`config.mk`:
```
export PLATFORM = sky130hd
export DESIGN_NAME = psum_glb_bank_flat
export DESIGN_NICKNAME = d
export VERILOG_FILES = /design/src/rtl/psum_pkg.sv /design/src/rtl/psum_glb_bank_if.sv /design/src/rtl/psum_rd_skid.sv /design/src/rtl/psum_glb_bank.sv /design/src/flat_wrapper.sv
export SDC_FILE = /design/constraint.sdc
export NUM_CORES = 1
export LEC_CHECK = 0
export ABC_AREA = 0
export BUFFER_PORTS_ARGS = -buffer_cell sky130_fd_sc_hd__buf_2
export CAP_MARGIN = 15
export CELL_PAD_IN_SITES_DETAIL_PLACEMENT = 1
export CELL_PAD_IN_SITES_GLOBAL_PLACEMENT = 1
export CORE_MARGIN = 5
export CORE_UTILIZATION = 35
export DETAILED_ROUTE_END_ITERATION = 10
export PLACE_DENSITY = 0.51
export SLEW_MARGIN = 20
export SYNTH_ARGS = -nofsm -noshare
export SYNTH_HDL_FRONTEND = slang
export SYNTH_HIERARCHICAL = 1
export SYNTH_SLANG_ARGS = --single-unit
```
`constraint.sdc`:
```
create_clock -name clk -period 7.8 [get_ports clk]
set_clock_uncertainty 0.05 [all_clocks]
set_input_delay 1.17 -clock clk [delete_from_list [all_inputs] [get_ports clk]]
set_output_delay 1.17 -clock clk [all_outputs]
set_load 0.01 [all_outputs]
```
`src/rtl/psum_pkg.sv`:
```
// Shared width, default depth and FSM state encodings for the GLB psum bank.
package psum_pkg;
  localparam int PSUM_W    = 21;
  localparam int DEPTH_DEF = 64;

  typedef enum logic [0:0] {
    WR_IDLE = 1'b0,
    WR_BUSY = 1'b1
  } wr_state_t;

  typedef enum logic [1:0] {
    RD_IDLE  = 2'd0,
    RD_ISSUE = 2'd1,
    RD_DRAIN = 2'd2
  } rd_state_t;
endpackage

```
`src/rtl/psum_glb_bank_if.sv`:
```
// Router-side psum streams of one GLB bank: PE->GLB write stream and GLB->PE replay stream.
interface psum_glb_bank_if;
  import psum_pkg::*;

  logic                     in_valid;
  logic                     in_ready;
  logic signed [PSUM_W-1:0] in_data;
  logic                     out_valid;
  logic                     out_ready;
  logic signed [PSUM_W-1:0] out_data;

  modport master (
    output in_valid, in_data, out_ready,
    input  in_ready, out_valid, out_data
  );

  modport slave (
    input  in_valid, in_data, out_ready,
    output in_ready, out_valid, out_data
  );
endinterface

```
`src/rtl/psum_rd_skid.sv`:
```
// Two-entry output buffer for the read channel; bypasses when empty so a word
// read from memory can be handed off in the same cycle it arrives.
module psum_rd_skid
  import psum_pkg::*;
(
  input  logic                     clk,
  input  logic                     rst_n,
  input  logic                     push_vld,
  input  logic signed [PSUM_W-1:0] push_data,
  input  logic                     pop_rdy,
  output logic                     pop_vld,
  output logic signed [PSUM_W-1:0] pop_data,
  output logic [1:0]               occ
);
  logic [1:0]               cnt_p1;
  logic signed [PSUM_W-1:0] ent0_p1;
  logic signed [PSUM_W-1:0] ent1_p1;
  logic                     handoff;
  logic                     pop_fifo;
  logic                     push_fifo;

  assign pop_vld   = push_vld || (cnt_p1 != 2'd0);
  assign handoff   = pop_vld && pop_rdy;
  assign pop_fifo  = handoff && (cnt_p1 != 2'd0);
  // An arriving word is stored unless it bypasses straight to the consumer.
  assign push_fifo = push_vld && !(handoff && (cnt_p1 == 2'd0));
  assign pop_data  = !pop_vld ? '0 : ((cnt_p1 != 2'd0) ? ent0_p1 : push_data);
  assign occ       = cnt_p1;

  always_ff @(posedge clk or negedge rst_n) begin
    if (!rst_n) begin
      cnt_p1 <= 2'd0;
    end else if (push_fifo && !pop_fifo) begin
      cnt_p1 <= cnt_p1 + 2'd1;
    end else if (pop_fifo && !push_fifo) begin
      cnt_p1 <= cnt_p1 - 2'd1;
    end
  end

  always_ff @(posedge clk) begin
    if (pop_fifo) begin
      ent0_p1 <= (cnt_p1 == 2'd2) ? ent1_p1 : push_data;
    end else if (push_fifo) begin
      if (cnt_p1 == 2'd0) ent0_p1 <= push_data;
      else                ent1_p1 <= push_data;
    end
  end
endmodule

```
`src/rtl/psum_glb_bank.sv`:
```
// One GLB psum bank: descriptor-driven write sink and read replay channel.
// Optional PSUM_RELU_EN adds cfg_relu, clamping negative replayed words to zero.
module psum_glb_bank
  import psum_pkg::*;
#(
  parameter int DEPTH = DEPTH_DEF,
  parameter int AW    = $clog2(DEPTH)
) (
  input  logic          clk,
  input  logic          rst_n,
  input  logic          wr_start,
  input  logic [AW-1:0] wr_base,
  input  logic [AW:0]   wr_len,
  output logic          wr_busy,
  output logic          wr_done,
  input  logic          rd_start,
  input  logic [AW-1:0] rd_base,
  input  logic [AW:0]   rd_len,
  output logic          rd_busy,
  output logic          rd_done,
`ifdef PSUM_RELU_EN
  input  logic          cfg_relu,
`endif
  psum_glb_bank_if.slave bus
);
  localparam logic [AW-1:0] ADDR_ONE = AW'(1);
  localparam logic [AW:0]   CNT_ONE  = (AW+1)'(1);

  logic signed [PSUM_W-1:0] mem [DEPTH];

  wr_state_t     wr_state, wr_state_nx;
  logic [AW-1:0] wr_addr;
  logic [AW:0]   wr_cnt;
  logic          wr_go, wr_fire, wr_last;

  rd_state_t     rd_state, rd_state_nx;
  logic [AW-1:0] rd_addr;
  logic [AW:0]   rd_cnt;
  logic          rd_go, rd_issue, rd_last_issue, credit_ok, empty_nx;
  logic [2:0]    pending;

  logic                     vld_p0;
  logic signed [PSUM_W-1:0] rdata_p0;
  logic [1:0]               occ;
  logic                     skid_vld;
  logic signed [PSUM_W-1:0] skid_data;

  // ---------------- write channel ----------------
  assign wr_go   = wr_start && (wr_state == WR_IDLE);
  assign wr_fire = bus.in_valid && bus.in_ready;
  assign wr_last = wr_fire && (wr_cnt == CNT_ONE);

  always_ff @(posedge clk or negedge rst_n) begin
    if (!rst_n) wr_state <= WR_IDLE;
    else        wr_state <= wr_state_nx;
  end

  always_comb begin
    wr_state_nx = wr_state;
    case (wr_state)
      WR_IDLE: if (wr_go && (wr_len != '0)) wr_state_nx = WR_BUSY;
      WR_BUSY: if (wr_last)                 wr_state_nx = WR_IDLE;
      default:                              wr_state_nx = WR_IDLE;
    endcase
  end

  always_comb begin
    bus.in_ready = (wr_state == WR_BUSY);
    wr_busy      = (wr_state == WR_BUSY);
  end

  always_ff @(posedge clk or negedge rst_n) begin
    if (!rst_n) begin
      wr_addr <= '0;
      wr_cnt  <= '0;
      wr_done <= 1'b0;
    end else begin
      wr_done <= (wr_go && (wr_len == '0)) || wr_last;
      if (wr_go) begin
        wr_addr <= wr_base;
        wr_cnt  <= wr_len;
      end else if (wr_fire) begin
        wr_addr <= wr_addr + ADDR_ONE;
        wr_cnt  <= wr_cnt - CNT_ONE;
      end
    end
  end

  // Nonblocking write and read of the same address return the pre-write word.
  always_ff @(posedge clk) begin
    if (wr_fire)  mem[wr_addr] <= bus.in_data;
    if (rd_issue) rdata_p0     <= mem[rd_addr];
  end

  // ---------------- read channel ----------------
  assign rd_go         = rd_start && (rd_state == RD_IDLE);
  // Issue only if the buffer can absorb this word plus any word still in flight.
  assign credit_ok     = (occ == 2'd0) || ((occ == 2'd1) && !vld_p0);
  assign rd_issue      = (rd_state == RD_ISSUE) && credit_ok;
  assign rd_last_issue = rd_issue && (rd_cnt == CNT_ONE);
  assign pending       = {1'b0, occ} + {2'b00, vld_p0};
  assign empty_nx      = (pending == 3'd0) || ((pending == 3'd1) && skid_vld && bus.out_ready);

  always_ff @(posedge clk or negedge rst_n) begin
    if (!rst_n) rd_state <= RD_IDLE;
    else        rd_state <= rd_state_nx;
  end

  always_comb begin
    rd_state_nx = rd_state;
    case (rd_state)
      RD_IDLE:  if (rd_go && (rd_len != '0)) rd_state_nx = RD_ISSUE;
      RD_ISSUE: if (rd_last_issue)           rd_state_nx = RD_DRAIN;
      RD_DRAIN: if (empty_nx)                rd_state_nx = RD_IDLE;
      default:                               rd_state_nx = RD_IDLE;
    endcase
  end

  always_comb begin
    rd_busy = (rd_state != RD_IDLE);
  end

  always_ff @(posedge clk or negedge rst_n) begin
    if (!rst_n) begin
      rd_addr <= '0;
      rd_cnt  <= '0;
      rd_done <= 1'b0;
      vld_p0  <= 1'b0;
    end else begin
      rd_done <= (rd_go && (rd_len == '0)) || ((rd_state == RD_DRAIN) && empty_nx);
      vld_p0  <= rd_issue;
      if (rd_go) begin
        rd_addr <= rd_base;
        rd_cnt  <= rd_len;
      end else if (rd_issue) begin
        rd_addr <= rd_addr + ADDR_ONE;
        rd_cnt  <= rd_cnt - CNT_ONE;
      end
    end
  end

  // ---------------- output buffer ----------------
  psum_rd_skid u_skid (
    .clk       (clk),
    .rst_n     (rst_n),
    .push_vld  (vld_p0),
    .push_data (rdata_p0),
    .pop_rdy   (bus.out_ready),
    .pop_vld   (skid_vld),
    .pop_data  (skid_data),
    .occ       (occ)
  );

  assign bus.out_valid = skid_vld;

`ifdef PSUM_RELU_EN
  logic relu_en;

  function automatic logic signed [PSUM_W-1:0] relu(input logic signed [PSUM_W-1:0] w);
    return w[PSUM_W-1] ? '0 : w;
  endfunction

  always_ff @(posedge clk or negedge rst_n) begin
    if (!rst_n)     relu_en <= 1'b0;
    else if (rd_go) relu_en <= cfg_relu;
  end

  assign bus.out_data = relu_en ? relu(skid_data) : skid_data;
`else
  assign bus.out_data = skid_data;
`endif
endmodule

```
`src/flat_wrapper.sv`:
```
// flat-port wrapper written by rule: the top's interface ports become plain ports
module psum_glb_bank_flat import psum_pkg::*;
#(
  parameter int DEPTH = DEPTH_DEF,
  parameter int AW    = $clog2(DEPTH)
)
  (clk, rst_n, wr_start, wr_base, wr_len, wr_busy, wr_done, rd_start, rd_base, rd_len, rd_busy, rd_done, bus_in_valid, bus_in_data, bus_out_ready, bus_in_ready, bus_out_valid, bus_out_data);
  psum_glb_bank_if bus_i ();
  input  logic clk;
  input  logic rst_n;
  input  logic wr_start;
  input  logic [AW-1:0] wr_base;
  input  logic [AW:0] wr_len;
  output logic wr_busy;
  output logic wr_done;
  input  logic rd_start;
  input  logic [AW-1:0] rd_base;
  input  logic [AW:0] rd_len;
  output logic rd_busy;
  output logic rd_done;
  input wire logic [$bits(bus_i.in_valid)-1:0] bus_in_valid;
  input wire logic [$bits(bus_i.in_data)-1:0] bus_in_data;
  input wire logic [$bits(bus_i.out_ready)-1:0] bus_out_ready;
  output wire logic [$bits(bus_i.in_ready)-1:0] bus_in_ready;
  output wire logic [$bits(bus_i.out_valid)-1:0] bus_out_valid;
  output wire logic [$bits(bus_i.out_data)-1:0] bus_out_data;
  assign bus_i.in_valid = bus_in_valid;
  assign bus_i.in_data = bus_in_data;
  assign bus_i.out_ready = bus_out_ready;
  assign bus_in_ready = bus_i.in_ready;
  assign bus_out_valid = bus_i.out_valid;
  assign bus_out_data = bus_i.out_data;
  psum_glb_bank #(.DEPTH(DEPTH), .AW(AW)) u_core (.clk(clk), .rst_n(rst_n), .wr_start(wr_start), .wr_base(wr_base), .wr_len(wr_len), .wr_busy(wr_busy), .wr_done(wr_done), .rd_start(rd_start), .rd_base(rd_base), .rd_len(rd_len), .rd_busy(rd_busy), .rd_done(rd_done), .bus(bus_i));
endmodule
```
==> reports/results.ini <==
[die]
die-width_um = 411.7
core-area_sq_mm = 0.1606
ios = 80
dieArea_sq_mm = 0.1695
start_util_pct = 35.18
die_h_um = 411.7
num_rows = 147

[cells_and_area]
fin_area_sq_mm = 0.06426
seqCellArea_sq_mm = 0.04312
area_delta_synth_final_pct = 13.77
drive_gt1_share_pct = 24.47
fillerInstances = 15240
nNetsFinal = 3023
multi_input_comb_area_sq_mm = 0.01247

[sta]
fin_crit_sh_pct = 54.61
fin_tns_setup_ns = 0
setup_ws_ns = 3.540
tightest_slew_ns = 1.141
setup_violations = 0
final-hold-violation-count = 0
fin_crit_ns = 4.260
max_freq_ghz = 0.2348
relSlewSlack_pct = 23.92
maxSlewViolCount = 0
rsz0062_at_grt = no

[placed_design]
dp_hpwl_um = 96860
place_area_sq_mm = 0.05954
io_buffers = 79
pre_cts_ws_ns = 3.564
place_congestion = 0.8129

[critical_path]
critical_path.cell_chain = buf_12 -> buf_12 -> mux2i_1 -> o22ai_1 -> a211o_1 -> o22ai_1 -> a221oi_1
cp_data_arrival_time_ns = 4.70
crit_slowest_cell = dfrtp_4
critPathTopFamily = buffers and inverters
worst-path-buf-inv = 2
worstSetupPathType = reg -> reg
critPathCaptureType = register
crit_required_ns = 8.24
worst-path-max-fanout = 115
critical_path.startpoint_type = register
slowest_delay_ns = 0.84

[pwr]
leakagePower_nw = 20.70
switchingPower_mw = 7.657
comb_power_share_pct = 28.7
p_int_mw = 15.48
peakVddDrop_mv = 0.3007
clkPwrFrac_pct = 29.9
switching_share_pct = 33.09
powerDensity_mw_per_mm2 = 360.0
power_mw = 23.14
p_seq_share_pct = 41.4

[synthesis]
yosys.area.top_type = edfxtp_1
yosysSeqAreaShare_pct = 76.31
synth_warnings = 6
synth_edf_count = 1407
synth_ff_type = edfxtp_1
synth_common_cells = 1,407 x edfxtp_1, 239 x mux2i_1, 220 x mux4_2
synth_nets = 2849
syn_area_per_cell_sq_um = 20.26
synthArstFlopShare_pct = 2.359
syn_area_sq_mm = 0.05648
postSynthCellCount = 2788
synth_seq_cells = 1441
synthDistinctLibCells = 67
post-synth-top-count-cell = edfxtp_1
yosys-top-cells-area = edfxtp_1 75%, mux4_2 8.8%, mux2i_1 4.2%
synth_top_area_share_pct = 74.80

[clock_tree]
cts-root-buf = clkbuf_16
cts-resized-gates = 0
cts_tree = yes
cts_sinks = 1441
post_cts_buffers = 0
clkTransAtPathRegs_ns = 0.06
clockBufferDepth = 3
ctsHtreeMaxLevel = 4
numCtsBuffers = 155
clkLatencyLatePin_ns = 0.78
postCtsHoldBufs = 0

[drt]
drtIter0Drc = 2964
vias = 28330
wl_per_cell_um = 31.61
post-route-drc-count = 0
drt-pass1-iter-count = 7
antenna_left = 0
viasPerCell = 5.397
wl_um = 165900

[min_path]
min_path_type = reg -> reg

[global_routing]
grt_max_degree = 116
grt.total_usage_pct = 19.41
antenna_found_initial = 12
grt_pass1_wl_um = 232300
grt_pass1_vias = 29740
grt.overflow.total = 0

[outcome]
status = complete, no violations

[run]
maxCapViolations = 0

flip-flops by register name (all words and copies together), names as in the netlist, 2 cells and up:
name / flops
u_core/wr_cnt: 7
u_core/u_skid/ent0_p1: 21
u_core/rd_cnt: 7
u_core/rd_addr: 6
u_core/mem: 1344
u_core/u_skid/ent1_p1: 21
u_core/rdata_p0: 21
u_core/wr_addr: 6
u_core/rd_state: 2
u_core/u_skid/occ: 2
routing by layer:
layer	wire length, um	up-vias	GRT usage, %	part of all wire (%)
met4	4589	0	6.109	2.8
met2	83900	807	33.34	51
met5	0	-	0	0
li1	-	11940	-	-
met1	69610	15360	25.66	42
met3	7775	218	2.633	4.7
tightest hold or removal path, delay by kind of cell, from the launching register on:
family	cells	cell delay (ns)
flops	1	0.34
simple gates	1	0.05
compound gates	1	0.08
cells by family (layout without fill, tap and decap cells):
| logic type | after synthesis | after routing | share of synthesized area, % |
|---|---|---|---|
| other | 0 | 2 | 0 |
| AOI/OAI and AO/OA | 363 | 363 | 4.738 |
| and+or+nand+nor | 281 | 281 | 2.237 |
| adders and majority gates | 8 | 8 | 0.1772 |
| muxes | 513 | 513 | 14.29 |
| DFF | 1441 | 1441 | 76.31 |
| buffers and inverters | 177 | 475 | 2.171 |
| xor gates and xnor gates | 5 | 5 | 0.07753 |
placed cells by master (no fill, tap or decap), types with 16 or more instances in the layout:
cell       instances
dfrtp_1           29
buf_2             80
o221ai_1          17
edfxtp_1        1407
nand2b_1          16
nor2_4            21
clkbuf_16        158
o21ai_1           18
nand2_1           87
nor2_1            54
mux2i_1          239
a22o_1            17
buf_4             95
nor2_2            43
mux2_4            19
clkinv_2          21
a221oi_1          41
a211oi_1          16
o22ai_1           74
mux2_2            32
a211o_1           34
mux4_2           220
clkbuf_1          25
o21ai_0           33
a21oi_1           26
o21ai_2           17
clkinv_1          58
stage by stage:
stage / util (%) / cells / hold slack, ns
3_3_place_gp: 37.03 / 4963 / 0.4363
4_1_cts: 40.01 / 5246 / 0.4182
5_1_grt: 40.02 / 5246 / 0.4806
3_5_place_dp: 37.08 / 4965 / 0.4485
2_1_floorplan: - / 2788 / 0.3944
6_report: 40.02 / 5248 / 0.4573
worst paths after layout:
check,end,start,slack [ns],depth (start not counted)
min in group asynchronous,u_core/wr_addr[2]$_DFFE_PN0P_,rst_n,0.47,1
min,u_core/rd_cnt[6]$_DFFE_PN0P_,u_core/rd_cnt[6]$_DFFE_PN0P_,0.46,2
min reg2reg,u_core/rd_cnt[6]$_DFFE_PN0P_,u_core/rd_cnt[6]$_DFFE_PN0P_,0.46,2
max in group asynchronous,u_core/rd_addr[3]$_DFFE_PN0P_,rst_n,6.56,1
max reg2reg,u_core/rdata_p0[5]$_DFFE_PP_,u_core/rd_addr[1]$_DFFE_PN0P_,3.54,7
max,u_core/rdata_p0[5]$_DFFE_PP_,u_core/rd_addr[1]$_DFFE_PN0P_,3.54,7
power groups by stage:
stage	logic, mW	clock network (mW)	registers (mW)
after detailed placement	6.75	0	9.76
after global placement	6.66	0	9.74
final	6.63	6.92	9.59
after CTS	6.77	7.11	9.61
after global routing	6.97	7.44	9.62
after floorplan	4.46	0	9.35
cell type report:
type	count	area share, %
multi-input combinational	1170	19.41
sequential	1441	67.10
inverter	14	0.08178
clock inverter	98	1.007
clock buffer	183	6.299
antenna	2	0.007789
timing repair buffer	180	1.889
tap	2160	4.206
(Power assumes the default switching activity.)
